## src/rtl/deserializer_pkg.sv

```systemverilog
// deserializer_pkg: shared types for the deserializer.
//   t_states - FSM states, matching the serializer FSM naming.
package deserializer_pkg;

    typedef enum logic {
        s_COLLECT = 1'b0,
        s_HOLD    = 1'b1
    } t_states;

endpackage : deserializer_pkg

```

## src/rtl/deserializer.sv

```systemverilog
// deserializer: packs N_PARALLEL words of DATA_WIDTH bits, received over a
// valid/ready slave port, into one N_PARALLEL*DATA_WIDTH frame presented on a
// valid/ready master port. Word 0 lands in bits [DATA_WIDTH-1:0].
//
// Ports:
//   i_clk, i_reset      clock, synchronous active-high reset
//   i_data, i_valid     slave word and its valid
//   o_ready             slave ready (registered)
//   o_data, o_valid     assembled frame and its valid (registered)
//   i_ready             master ready
//   i_last, o_count     only with DESERIALIZER_LAST_EN: early frame close on
//                       i_last, and number of words in the presented frame
//
// Build option: `define DESERIALIZER_LAST_EN enables the i_last / o_count
// short-frame feature; without it frames close only after N_PARALLEL words.
module deserializer
    import deserializer_pkg::*;
#(
    parameter int unsigned N_PARALLEL = 30,
    parameter int unsigned DATA_WIDTH = 16
) (
    input  logic                               i_clk,
    input  logic                               i_reset,
    input  logic [DATA_WIDTH-1:0]              i_data,
    input  logic                               i_valid,
    output logic                               o_ready,
    output logic [N_PARALLEL*DATA_WIDTH-1:0]   o_data,
    output logic                               o_valid,
`ifdef DESERIALIZER_LAST_EN
    input  logic                               i_last,
    output logic [$clog2(N_PARALLEL+1)-1:0]    o_count,
`endif
    input  logic                               i_ready
);

    localparam int unsigned CNT_W   = $clog2(N_PARALLEL);
    localparam int unsigned COUNT_W = $clog2(N_PARALLEL + 1);
    localparam int unsigned FRAME_W = N_PARALLEL * DATA_WIDTH;

    t_states              state_q, state_d;
    logic [CNT_W-1:0]     cntr_q, cntr_d;
    logic [FRAME_W-1:0]   buf_q, buf_d;
    logic [FRAME_W-1:0]   data_q, data_d;
    logic                 valid_q, valid_d;
    logic                 ready_q, ready_d;
    logic [COUNT_W-1:0]   count_q, count_d;
    logic                 last_c;
    logic                 close_c;

`ifdef DESERIALIZER_LAST_EN
    assign last_c = i_last;
`else
    assign last_c = 1'b0;
`endif

    // State and datapath registers
    always_ff @(posedge i_clk) begin
        if (i_reset) begin
            state_q <= s_COLLECT;
            cntr_q  <= '0;
            buf_q   <= '0;
            data_q  <= '0;
            valid_q <= 1'b0;
            ready_q <= 1'b1;
            count_q <= '0;
        end else begin
            state_q <= state_d;
            cntr_q  <= cntr_d;
            buf_q   <= buf_d;
            data_q  <= data_d;
            valid_q <= valid_d;
            ready_q <= ready_d;
            count_q <= count_d;
        end
    end

    // Next-state and datapath update
    always_comb begin
        state_d = state_q;
        cntr_d  = cntr_q;
        buf_d   = buf_q;
        data_d  = data_q;
        valid_d = valid_q;
        ready_d = ready_q;
        count_d = count_q;
        close_c = 1'b0;

        case (state_q)
            s_COLLECT: begin
                if (i_valid && ready_q) begin
                    for (int i = 0; i < int'(N_PARALLEL); i++) begin
                        if (cntr_q == CNT_W'(i)) begin
                            buf_d[i*DATA_WIDTH +: DATA_WIDTH] = i_data;
                        end
                    end
                    close_c = (cntr_q == CNT_W'(N_PARALLEL - 1)) || last_c;
                    if (close_c) begin
                        // Frame includes the word written this cycle
                        data_d  = buf_d;
                        valid_d = 1'b1;
                        ready_d = 1'b0;
                        count_d = COUNT_W'(cntr_q) + COUNT_W'(1);
                        cntr_d  = '0;
                        state_d = s_HOLD;
                    end else begin
                        cntr_d = cntr_q + CNT_W'(1);
                    end
                end
            end
            s_HOLD: begin
                if (valid_q && i_ready) begin
                    // Clearing here is what makes short-frame slots read 0
                    valid_d = 1'b0;
                    ready_d = 1'b1;
                    buf_d   = '0;
                    state_d = s_COLLECT;
                end
            end
            default: begin
                state_d = s_COLLECT;
            end
        endcase
    end

    assign o_ready = ready_q;
    assign o_valid = valid_q;
    assign o_data  = data_q;

`ifdef DESERIALIZER_LAST_EN
    assign o_count = count_q;
`else
    logic unused_count;
    assign unused_count = ^count_q;
`endif

endmodule : deserializer

```

## config.mk

```make
export PLATFORM = sky130hd
export DESIGN_NAME = deserializer
export DESIGN_NICKNAME = d
export VERILOG_FILES = /design/src/rtl/deserializer_pkg.sv /design/src/rtl/deserializer.sv
export SDC_FILE = /design/constraint.sdc
export NUM_CORES = 2
export LEC_CHECK = 0
export CORE_AREA = 5 5 274 276
export DETAILED_ROUTE_END_ITERATION = 8
export DIE_AREA = 0 0 279 281
export HOLD_SLACK_MARGIN = 0.12
export PLACE_DENSITY = 0.79
export SLEW_MARGIN = 20
export SYNTH_ARGS = -nofsm -noshare
export SYNTH_HDL_FRONTEND = slang
export SYNTH_SLANG_ARGS = --single-unit
```

## constraint.sdc

```tcl
create_clock -name i_clk -period 3.3 [get_ports i_clk]
set_clock_uncertainty 0.1 [all_clocks]
set_input_delay 0.66 -clock i_clk [delete_from_list [all_inputs] [get_ports i_clk]]
set_output_delay 0.66 -clock i_clk [all_outputs]
set_load 0.1 [all_outputs]
```

==> results.md <==
- Flops & latches, synth: 952
- Combinational power share: 0.050
- GR Util All Layers: 0.344
- Most used flip-flop cell after synthesis: dfxtp_1
- Die area: 78400 sq um
- Number of setup buffers added after CTS: 0
- Least-Margin Pin Slew: 1070 ps
- Post-cts resize count: 0
- Met1 usage: 0.470
- Switching part of the total power: 0.237
- Routed vias: 36225
- Mapped Nets: 4347
- Root Driver: clkbuf_16
- Worst Setup SP: cntr_q[1]
- Syn-to-layout area delta: 19.0%
- Final Max Tran Viols: 0
- WHS: 339 ps
- Worst VDD drop: 0.384 mV
- Global routing's busiest layer: met2
- Clk slew on worst S/H paths: 60 ps
- Crit Path Category: reg -> reg
- Final hold vios: 0
- Sw Pwr: 5.63 mW
- Vias in the first global route: 33396
- Netlist cell types: 40
- GR Overflow Total: 0
- Post-DRT Antenna Nets: 0
- Placer Congestion: 0.852
- RSZ-0062 raised after global routing: false
- Largest cells by area after synthesis: dfxtp_1 48%, o32ai_1 9.9%, a21oi_1 6.4%
- Post-cts hold buffer count: 0
- P_int: 18.1 mW
- Worst EP arrival: 3070 ps
- Startpoint types: flop
- Post-synth EDFFs: 0
- Fillers: 5840
- Area share of the largest cell type after synthesis: 0.483
- Maxcap violations: 0
- M3 GR Usage: 0.0700
- Sequential area share after synthesis: 0.483
- Syn. warnings: 0
- Status: completed
- Final setup viols: 0
- DRT iter0 DRCs: 4418
- Clock Path Buffers: 3
- Clock power share: 0.464
- Rows: 99
- Syn avg cell area: 9.13 sq um
- Via density: 6.49
- Ys async rst share: 0
- Worst R2R Start: cntr_q[1]
- 1st-pass router iterations: 6
- Port Buffers: 501
- Post-route setup slack: 659 ps
- Lkg Pwr: 16.7 nW
- Pwr per Cell Area: 506 nW/um^2
- Required @ worst endpoint: 3730 ps
- Post-Synthesis Cells: 4322
- Clock latency on the worst-skew pair: 650 ps
- Clock H-tree levels: 3
- Post-synthesis cell area: 39500 sq um
- Initial antenna violation count: 3
- Dpl hpwl: 88.7 mm
- Initial Util: 0.546
- Part of the power in registers: 0.486
- Worst reg2reg path endpoint: o_data[290]
- Layout cells sized above 1: 0.207
- Met2 Resource Use GR: 0.530
- Clk sinks: 952
- FF-to-FF path depth: 6
- Global-route wire length before repair: 211 mm
- Pre-CTS setup slack: 423 ps
- Post-route DRC: 0
- CP Max Fanout: 60
- Die height: 281 microns
- Cell taking the most area after synthesis: dfxtp_1
- CORE AREA: 72300 sq um
- F_max: 0.379 GHz
- Final WL: 144 mm
- Final TNS setup: 0 ps
- Total CTS buffers: 95
- Die Span X: 279 microns
- Hold/Removal Path Class: in -> reg
- Reg2Reg Setup Slack: 660 ps
- Nets: 4575
- Largest net degree at the start of global routing: 223
- Relative max-transition margin: 0.284
- TritonCTS clock tree: yes
- I/O pins: 502
- Post-layout min period: 2640 ps
- Crit share post-route: 0.800
- Routed length per instance: 25.8 microns
- CP Capture Type: flop
- Worst Setup EP: o_data[290]
worst min-delay path by stage:
stage | startpoint | endpoint | slack [ps] | cells past startpoint
finish | i_reset | cntr_q[4] | 340 | 2
global placement | buf_q[247] | buf_q[247] | 350 | 2
global route | i_reset | cntr_q[4] | 360 | 2
floorplan | buf_q[240] | buf_q[240] | 340 | 2
detailed placement | buf_q[251] | buf_q[251] | 360 | 2
CTS | i_reset | cntr_q[4] | 300 | 2
worst max-delay path, cell delays in order (launching register included):
cell and delay (ps):
dfxtp_1 360, inv_1 100, ha_1 400, and4_4 740, buf_12 330, a21oi_1 140, a311oi_1 300
cells in the final DEF, fill, tap and decap left out, types with 3 or more instances in the layout:
cell / instances
clkbuf_1: 19
ha_1: 5
clkinv_2: 19
nor3_1: 33
o32ai_1: 448
buf_2: 16
bufinv_16: 6
or4b_1: 4
o21ai_0: 17
a211oi_1: 192
nand2b_2: 16
nand4b_1: 11
or2_2: 12
clkbuf_8: 21
buf_4: 634
nand4bb_1: 12
a311oi_2: 40
dfxtp_1: 949
clkbuf_16: 97
mux2i_4: 4
a21oi_1: 502
mux2i_1: 215
inv_6: 3
nand2_1: 548
mux2_2: 16
nor4b_4: 4
inv_1: 451
nand2_2: 4
nand3_1: 35
dfxtp_2: 3
and4bb_2: 10
buf_12: 37
clkinv_4: 3
a311oi_1: 217
stage by stage:
| stage | std cells | total power [mW] | util | instance area, sq um |
|---|---|---|---|---|
| global route | 5582 | 24.2 | 0.649 | 47000 |
| CTS | 5582 | 23.7 | 0.649 | 47000 |
| global placement | 5412 | 12.9 | 0.606 | 43800 |
| detailed placement | 5412 | 12.9 | 0.606 | 43800 |
| floorplan | 4322 | 12.4 | - | 39500 |
| finish | 5583 | 23.7 | 0.649 | 47000 |
cells in the mapped netlist, types with 4 or more instances:
| cell | number |
|---|---|
| buf_2 | 216 |
| buf_6 | 11 |
| clkbuf_1 | 285 |
| buf_1 | 19 |
| nor4b_4 | 4 |
| nand4b_1 | 11 |
| dfxtp_1 | 952 |
| and4bb_2 | 10 |
| nand2_2 | 4 |
| a211oi_1 | 192 |
| a21oi_1 | 502 |
| a311oi_2 | 40 |
| buf_4 | 26 |
| nand2_1 | 548 |
| o21ai_0 | 17 |
| mux2_2 | 16 |
| nand2b_1 | 16 |
| o32ai_1 | 448 |
| nand3_1 | 36 |
| ha_1 | 5 |
| or2_2 | 12 |
| nand4bb_1 | 12 |
| mux2i_1 | 215 |
| inv_1 | 451 |
| nor3_1 | 33 |
| or4b_1 | 4 |
| a311oi_1 | 217 |
| mux2i_4 | 4 |
per-layer routing:
metal,share of wire,wire length (microns),vias up
met1,0.39,56400,17498
met4,0.049,7110,2
met2,0.45,64400,2190
met3,0.11,16000,419
met5,0.00012,17,-
li1,-,-,16116
power groups by stage:
stage | Clock, mW | Combinational, mW | Sequential (mW)
2_1_floorplan | 0 | 0.624 | 11.8
3_3_place_gp | 0 | 1.13 | 11.8
3_5_place_dp | 0 | 1.13 | 11.8
4_1_cts | 11.0 | 1.13 | 11.5
5_1_grt | 11.5 | 1.19 | 11.5
6_report | 11.0 | 1.18 | 11.5
layout make-up:
type | count | area, sq um | area share
repair buffers | 690 | 5620 | 0.120
multi-input cells | 2360 | 16200 | 0.346
well taps | 959 | 1200 | 0.0256
clock inverters | 33 | 364 | 0.00775
flip-flops and latches | 952 | 19100 | 0.406
diodes | 1 | 2.50 | 0.0000533
inverters | 451 | 1690 | 0.0360
clock buffers | 137 | 2790 | 0.0594
flip-flops by register name, indices dropped and copies added (netlist names):
| signal | cells |
|---|---|
| cntr_q | 5 |
| o_valid | 1 |
| buf_q | 464 |
| state_q | 1 |
| o_ready | 1 |
| o_data | 480 |
logic make-up (layout without fill, tap and decap cells):
kind of cell / count (synthesis) / in the layout / synth area share
compound gates: 1418 / 1418 / 0.266
buf+inv: 1010 / 1311 / 0.108
flops: 952 / 952 / 0.483
simple gates: 701 / 701 / 0.0805
mux: 236 / 236 / 0.0617
fa+ha+maj: 5 / 5 / 0.00159
other cells: 0 / 1 / 0
(Power assumes the default switching activity.)
